## src/rtl/fetch_unit_q.sv

```systemverilog
// Instruction fetch stage: prioritised next-PC selection, in-order imem requests,
// and a PC-tagged fetch queue feeding decode. Any redirect flushes queued and in-flight work.
module fetch_unit_q #(
    parameter int               XLEN         = 32,
    parameter int               ILEN         = 32,
    parameter int               QDEPTH       = 4,
    parameter logic [XLEN-1:0]  RESET_VECTOR = '0
) (
    input  logic                        clk,
    input  logic                        reset,
    input  logic                        exc_valid,
    input  logic [XLEN-1:0]             exc_target,
    input  logic                        redirect_valid,
    input  logic [XLEN-1:0]             redirect_target,
    input  logic                        pred_valid,
    input  logic [XLEN-1:0]             pred_target,
    input  logic                        stall,
    output logic                        imem_req_valid,
    output logic [XLEN-1:0]             imem_req_addr,
    input  logic                        imem_req_ready,
    input  logic                        imem_rsp_valid,
    input  logic [ILEN-1:0]             imem_rsp_data,
    output logic                        dec_valid,
    output logic [XLEN-1:0]             dec_pc,
    output logic [ILEN-1:0]             dec_instr,
    input  logic                        dec_ready,
    output logic                        misaligned_exc,
    output logic [$clog2(QDEPTH):0]     outstanding
);

    localparam int AW = $clog2(QDEPTH);
    localparam int CW = AW + 1;
    // Stale responses can pile up across back-to-back flushes, so the discard
    // counter is wider than the queue occupancy counters.
    localparam int DW = AW + 4;

    logic [XLEN-1:0]   fetch_pc_reg, fetch_pc_next;
    logic [AW-1:0]     head_reg, head_next;
    logic [AW-1:0]     fill_reg, fill_next;
    logic [AW-1:0]     tail_reg, tail_next;
    logic [CW-1:0]     alloc_cnt_reg, alloc_cnt_next;
    logic [CW-1:0]     unfilled_cnt_reg, unfilled_cnt_next;
    logic [DW-1:0]     discard_reg, discard_next;
    logic [DW-1:0]     stale_total;
    logic              misaligned_exc_reg, misaligned_exc_next;
    logic [QDEPTH-1:0] filled_reg, filled_next;

    logic [XLEN-1:0]   pc_mem    [QDEPTH];
    logic [ILEN-1:0]   instr_mem [QDEPTH];

    logic flush;
    logic misaligned_redirect;
    logic queue_full;
    logic accept;
    logic rsp_live;
    logic do_fill;
    logic do_discard;
    logic do_pop;

    assign flush               = exc_valid || redirect_valid;
    assign misaligned_redirect = redirect_valid && !exc_valid && (redirect_target[1:0] != 2'b00);
    assign queue_full          = (alloc_cnt_reg == CW'(QDEPTH));

    assign imem_req_valid = !reset && !stall && !flush && !queue_full;
    assign imem_req_addr  = fetch_pc_reg;
    assign accept         = imem_req_valid && imem_req_ready;

    // A response in the flush cycle is dropped outright; otherwise it either
    // retires a stale request or fills the oldest unfilled entry.
    assign rsp_live   = imem_rsp_valid && !flush;
    assign do_discard = rsp_live && (discard_reg != '0);
    assign do_fill    = rsp_live && (discard_reg == '0) && (unfilled_cnt_reg != '0);

    assign dec_valid = filled_reg[head_reg];
    assign dec_pc    = pc_mem[head_reg];
    assign dec_instr = instr_mem[head_reg];
    assign do_pop    = dec_valid && dec_ready && !flush;

    assign misaligned_exc = misaligned_exc_reg;
    assign outstanding    = unfilled_cnt_reg;

    always_comb begin
        fetch_pc_next = fetch_pc_reg;
        if (exc_valid) begin
            fetch_pc_next = exc_target;
        end else if (misaligned_redirect) begin
            fetch_pc_next = exc_target;
        end else if (redirect_valid) begin
            fetch_pc_next = redirect_target;
        end else if (accept && pred_valid) begin
            fetch_pc_next = pred_target;
        end else if (accept) begin
            fetch_pc_next = fetch_pc_reg + XLEN'(4);
        end
    end

    assign misaligned_exc_next = misaligned_redirect;

    always_comb begin
        stale_total  = discard_reg + DW'(unfilled_cnt_reg);
        discard_next = discard_reg;
        if (flush) begin
            discard_next = stale_total - DW'(imem_rsp_valid && (stale_total != '0));
        end else if (do_discard) begin
            discard_next = discard_reg - DW'(1);
        end
    end

    always_comb begin
        head_next         = head_reg + AW'(do_pop);
        fill_next         = fill_reg + AW'(do_fill);
        tail_next         = tail_reg + AW'(accept);
        alloc_cnt_next    = alloc_cnt_reg + CW'(accept) - CW'(do_pop);
        unfilled_cnt_next = unfilled_cnt_reg + CW'(accept) - CW'(do_fill);
        if (flush) begin
            head_next         = '0;
            fill_next         = '0;
            tail_next         = '0;
            alloc_cnt_next    = '0;
            unfilled_cnt_next = '0;
        end
    end

    // Fill, pop and allocate always target distinct entries, so their order here is immaterial.
    generate
        for (genvar gi = 0; gi < QDEPTH; gi++) begin : g_entry
            assign filled_next[gi] =
                flush                                   ? 1'b0 :
                (do_fill && (fill_reg == AW'(gi)))      ? 1'b1 :
                (do_pop  && (head_reg == AW'(gi)))      ? 1'b0 :
                (accept  && (tail_reg == AW'(gi)))      ? 1'b0 :
                                                          filled_reg[gi];
        end
    endgenerate

    always_ff @(posedge clk or posedge reset) begin
        if (reset) begin
            fetch_pc_reg       <= RESET_VECTOR;
            head_reg           <= '0;
            fill_reg           <= '0;
            tail_reg           <= '0;
            alloc_cnt_reg      <= '0;
            unfilled_cnt_reg   <= '0;
            discard_reg        <= '0;
            misaligned_exc_reg <= 1'b0;
            filled_reg         <= '0;
        end else begin
            fetch_pc_reg       <= fetch_pc_next;
            head_reg           <= head_next;
            fill_reg           <= fill_next;
            tail_reg           <= tail_next;
            alloc_cnt_reg      <= alloc_cnt_next;
            unfilled_cnt_reg   <= unfilled_cnt_next;
            discard_reg        <= discard_next;
            misaligned_exc_reg <= misaligned_exc_next;
            filled_reg         <= filled_next;
        end
    end

    // Payload storage needs no reset: the filled bits alone decide what is visible.
    always_ff @(posedge clk) begin
        if (accept) begin
            pc_mem[tail_reg] <= fetch_pc_reg;
        end
        if (do_fill) begin
            instr_mem[fill_reg] <= imem_rsp_data;
        end
    end

endmodule

```

## config.mk

```make
export PLATFORM = sky130hd
export DESIGN_NAME = fetch_unit_q
export DESIGN_NICKNAME = d
export VERILOG_FILES = /design/src/rtl/fetch_unit_q.sv
export SDC_FILE = /design/constraint.sdc
export NUM_CORES = 1
export LEC_CHECK = 0
export BUFFER_PORTS_ARGS = -buffer_cell sky130_fd_sc_hd__buf_2
export CAP_MARGIN = 40
export CORE_MARGIN = 3
export CORE_UTILIZATION = 52
export CTS_BUF_LIST = sky130_fd_sc_hd__clkbuf_8
export DETAILED_ROUTE_END_ITERATION = 12
export PLACE_DENSITY = 0.84
export SLEW_MARGIN = 20
export SYNTH_ARGS = -nofsm -noshare
export SYNTH_HDL_FRONTEND = slang
export SYNTH_SLANG_ARGS = --single-unit
export TNS_END_PERCENT = 10
```

## constraint.sdc

```tcl
create_clock -name clk -period 4.1 [get_ports clk]
set_clock_uncertainty 0.15 [all_clocks]
set_input_delay 0.41 -clock clk [delete_from_list [all_inputs] [get_ports clk]]
set_output_delay 0.41 -clock clk [all_outputs]
set_load 0.01 [all_outputs]
```

==> results by group <==
Logic synthesis
  • Distinct cells, synth: 72
  • Post-synth top area share: 57.0%
  • Ranking of synthesized cells by area: edfxtp_1 (57%), mux4_2 (11%), dfrtp_1 (10%), ha_1 (1.5%), xnor2_1 (1.4%)
  • Synth Flop Type: edfxtp_1
  • Number of synthesized flops with an enable pin: 256
  • Post-Syn Area: 13,500 um2
  • Ys async rst share: 17.7%
  • Net Count, Synth: 1,003
  • Dominant cell type by area after synthesis: edfxtp_1
  • Most common cell in the netlist: edfxtp_1
  • Avg Inst Size Synth: 15.9 um2
  • Yosys reg bits: 311
  • Yosys warning total: 0
  • Commonest cells post-synth: edfxtp_1 (256), mux4_2 (65), dfrtp_1 (55)
  • Post-synthesis instance total: 847
  • Seq/Total Area, Yosys: 67.2%

Cells and area
  • Final nets: 1,326
  • Area Growth Syn to Fin: 23.8%
  • Area occupied by multi-input gates: 4180 um2
  • Layout cells sized above 1: 34.9%
  • Filler-free cell count of the finished design: 1,541
  • Register Area: 9070 um2
  • Fin util: 65.9%
  • FILL cells: 1,692

Timing
  • Hold Violations, Final: 0
  • Pins Over Slew Limit: 0
  • Fmax: 0.289 GHz
  • Slew margin rel.: 55.5%
  • Slew @ Worst Pin: 0.665 ns
  • Final setup violating endpoints: 0
  • Tmin final: 3.46 ns
  • Fin crit share: 84.4%
  • RSZ-0062 raised after global routing: no

Drt
  • DRC viols: 0
  • Drt first-iter violations: 1,111
  • WL final: 36.6 mm
  • Wire per inst: 23.8 um
  • Final ANT Viol Nets: 0
  • Vias per inst: 6.15
  • Drt first pass iters: 6
  • Total number of vias: 9,477

Critical path
  • RR Startpoint: head_reg[0]
  • Slowest Stage Delay on Critical Path: 0.86 ns
  • Worst setup path class: flip-flop to primary output
  • Slowest cell on crit path: dfrtp_4
  • Reg2Reg Setup Slack: 0.86 ns
  • Maximum fanout along the worst path: 31
  • Crit end category: primary output
  • Crit-path cells: buf_4 > buf_12 > mux4_2 > buf_2
  • Crit path DAT: 2.90 ns
  • Worst path depth: 4
  • Worst path top cell family by delay: buffers and inverters
  • Worst Setup SP: head_reg[0]
  • Worst R2R End: alloc_cnt_reg[2]
  • WP data required: 3.54 ns
  • Setup crit end: dec_instr[9]
  • Critical Path Source Type: flip-flop
  • Worst path bufs/invs: 3
  • R2R cell count: 9

CTS
  • # Post-CTS Setup Buffers: 0
  • CTS tree: done
  • Clock slew seen by the registers of the worst setup and hold paths: 0.06 ns
  • Clk_lat worst skew: 0.58 ns
  • Clk buf depth: 3
  • Clk sinks: 311
  • H-tree levels: 2
  • CTS Buf Count: 47
  • Hold_buf cts: 58
  • Post-cts resize count: 0
  • Clock root cell: clkbuf_8

Placed design
  • Port bufs: 238
  • DP Cell Count: 1,389
  • Dpl hpwl: 23.6 mm
  • RePlAce Congestion: 0.869

Power and ir drop
  • Leakage: 0.00623 uW
  • PwrDens: 407 nW/um2
  • Max VDD drop: 0.279 mV

Die
  • Die W: 167 um
  • Total core area: 25,300 um2
  • Die Ht: 167 um
  • Number of core rows: 58
  • Ports: 239
  • Die area: 27,900 um2
  • Initial Utilization: 53.2%

Global routing
  • Largest net degree at the start of global routing: 47
  • Global-route wire length before repair: 55.9 mm
  • Gr usage total: 25.9%
  • Initial antenna violation count: 8
  • Vias in the first global route: 9,610
  • GRT overflow: 0

Run status
  • Status: finished clean

Hold path
  • Hold crit path type: primary input to flip-flop

Flow run
  • Max-cap viol count: 0
==> layout by cell type, fill, tap and decap left out, types with 5 or more instances in the layout <==
cell / n
o221ai_1: 7
nand4b_1: 5
nand4_1: 11
a31oi_1: 8
o21ai_0: 22
dlygate4sd3_1: 58
xnor2_1: 21
edfxtp_1: 256
nor3_1: 8
ha_1: 16
o211ai_1: 9
dfrtp_1: 53
a22oi_1: 8
clkinv_2: 8
clkbuf_8: 48
o22ai_1: 12
diode_2: 5
xor2_1: 8
buf_4: 23
nor2_1: 40
mux4_2: 65
a211oi_1: 5
inv_1: 37
buf_2: 238
and3_1: 12
nand2b_1: 5
a21oi_1: 35
and2_1: 8
nand3_1: 23
clkinv_1: 8
nand2_1: 36
a211o_1: 7
==> metrics by stage <==
stage	TNS, ns	hold slack, ns	cell area, um2	power (uW)	worst slack, ns
after floorplan	-3.84	0.351	13500	4080	-0.117
after global placement	0	0.378	15100	4340	0.922
after detailed placement	0	0.386	15200	4360	0.834
after CTS	0	0.000104	16600	6780	0.483
after global routing	0	0.0225	16700	7050	0.434
final	0	0.0145	16700	6790	0.640
==> cells by family after synthesis <==
family                     synth area share (%)
xor gates and xnor gates                   1.88
DFF                                        67.2
muxes                                      11.2
adders and majority gates                  1.93
AOI/OAI and AO/OA                          8.07
buffers and inverters                      2.21
and+or+nand+nor                            7.54
==> layout make-up <==
class	instances	area share, %
sequential	311	54.3
multi-input combinational	463	25.0
timing repair buffer	325	12.3
clock buffer	48	3.96
tap	330	2.47
clock inverter	37	1.33
inverter	22	0.495
antenna	5	0.0749
==> per-layer routing <==
metal	wire length [um]	global-route usage, %	part of all wire, %	vias up
met4	1750	11.9	4.8	6
met2	18000	42.0	49	621
li1	-	-	-	4053
met5	34	0	0.093	-
met3	3430	5.70	9.4	116
met1	13400	33.9	37	4681
==> where the power goes <==
group | internal [uW] | switching, uW | leakage [uW] | total (uW)
registers | 3530 | 174 | 0.00298 | 3700
logic | 306 | 366 | 0.00274 | 672
clock network | 1230 | 1190 | 0.000514 | 2420
==> worst min path at each step <==
stage                        end  cells after the start               start  slack [ns]
6_report       imem_req_addr[20]                      3     pred_target[20]        0.01
5_1_grt         imem_req_addr[3]                      3  redirect_target[3]        0.02
3_3_place_gp        pc_mem[2][0]                      0    imem_req_addr[0]        0.38
3_5_place_dp      discard_reg[5]                      1      discard_reg[5]        0.39
2_1_floorplan     discard_reg[5]                      1      discard_reg[5]        0.35
4_1_cts        imem_req_addr[25]                      3      exc_target[25]      0.0001
==> worst min-delay path, delay by kind of cell <==
family | cells | cell delay, ns
compound gates | 2 | 0.21
buf+inv | 1 | 0.08
No activity file was read; power rests on OpenSTA's default activity.
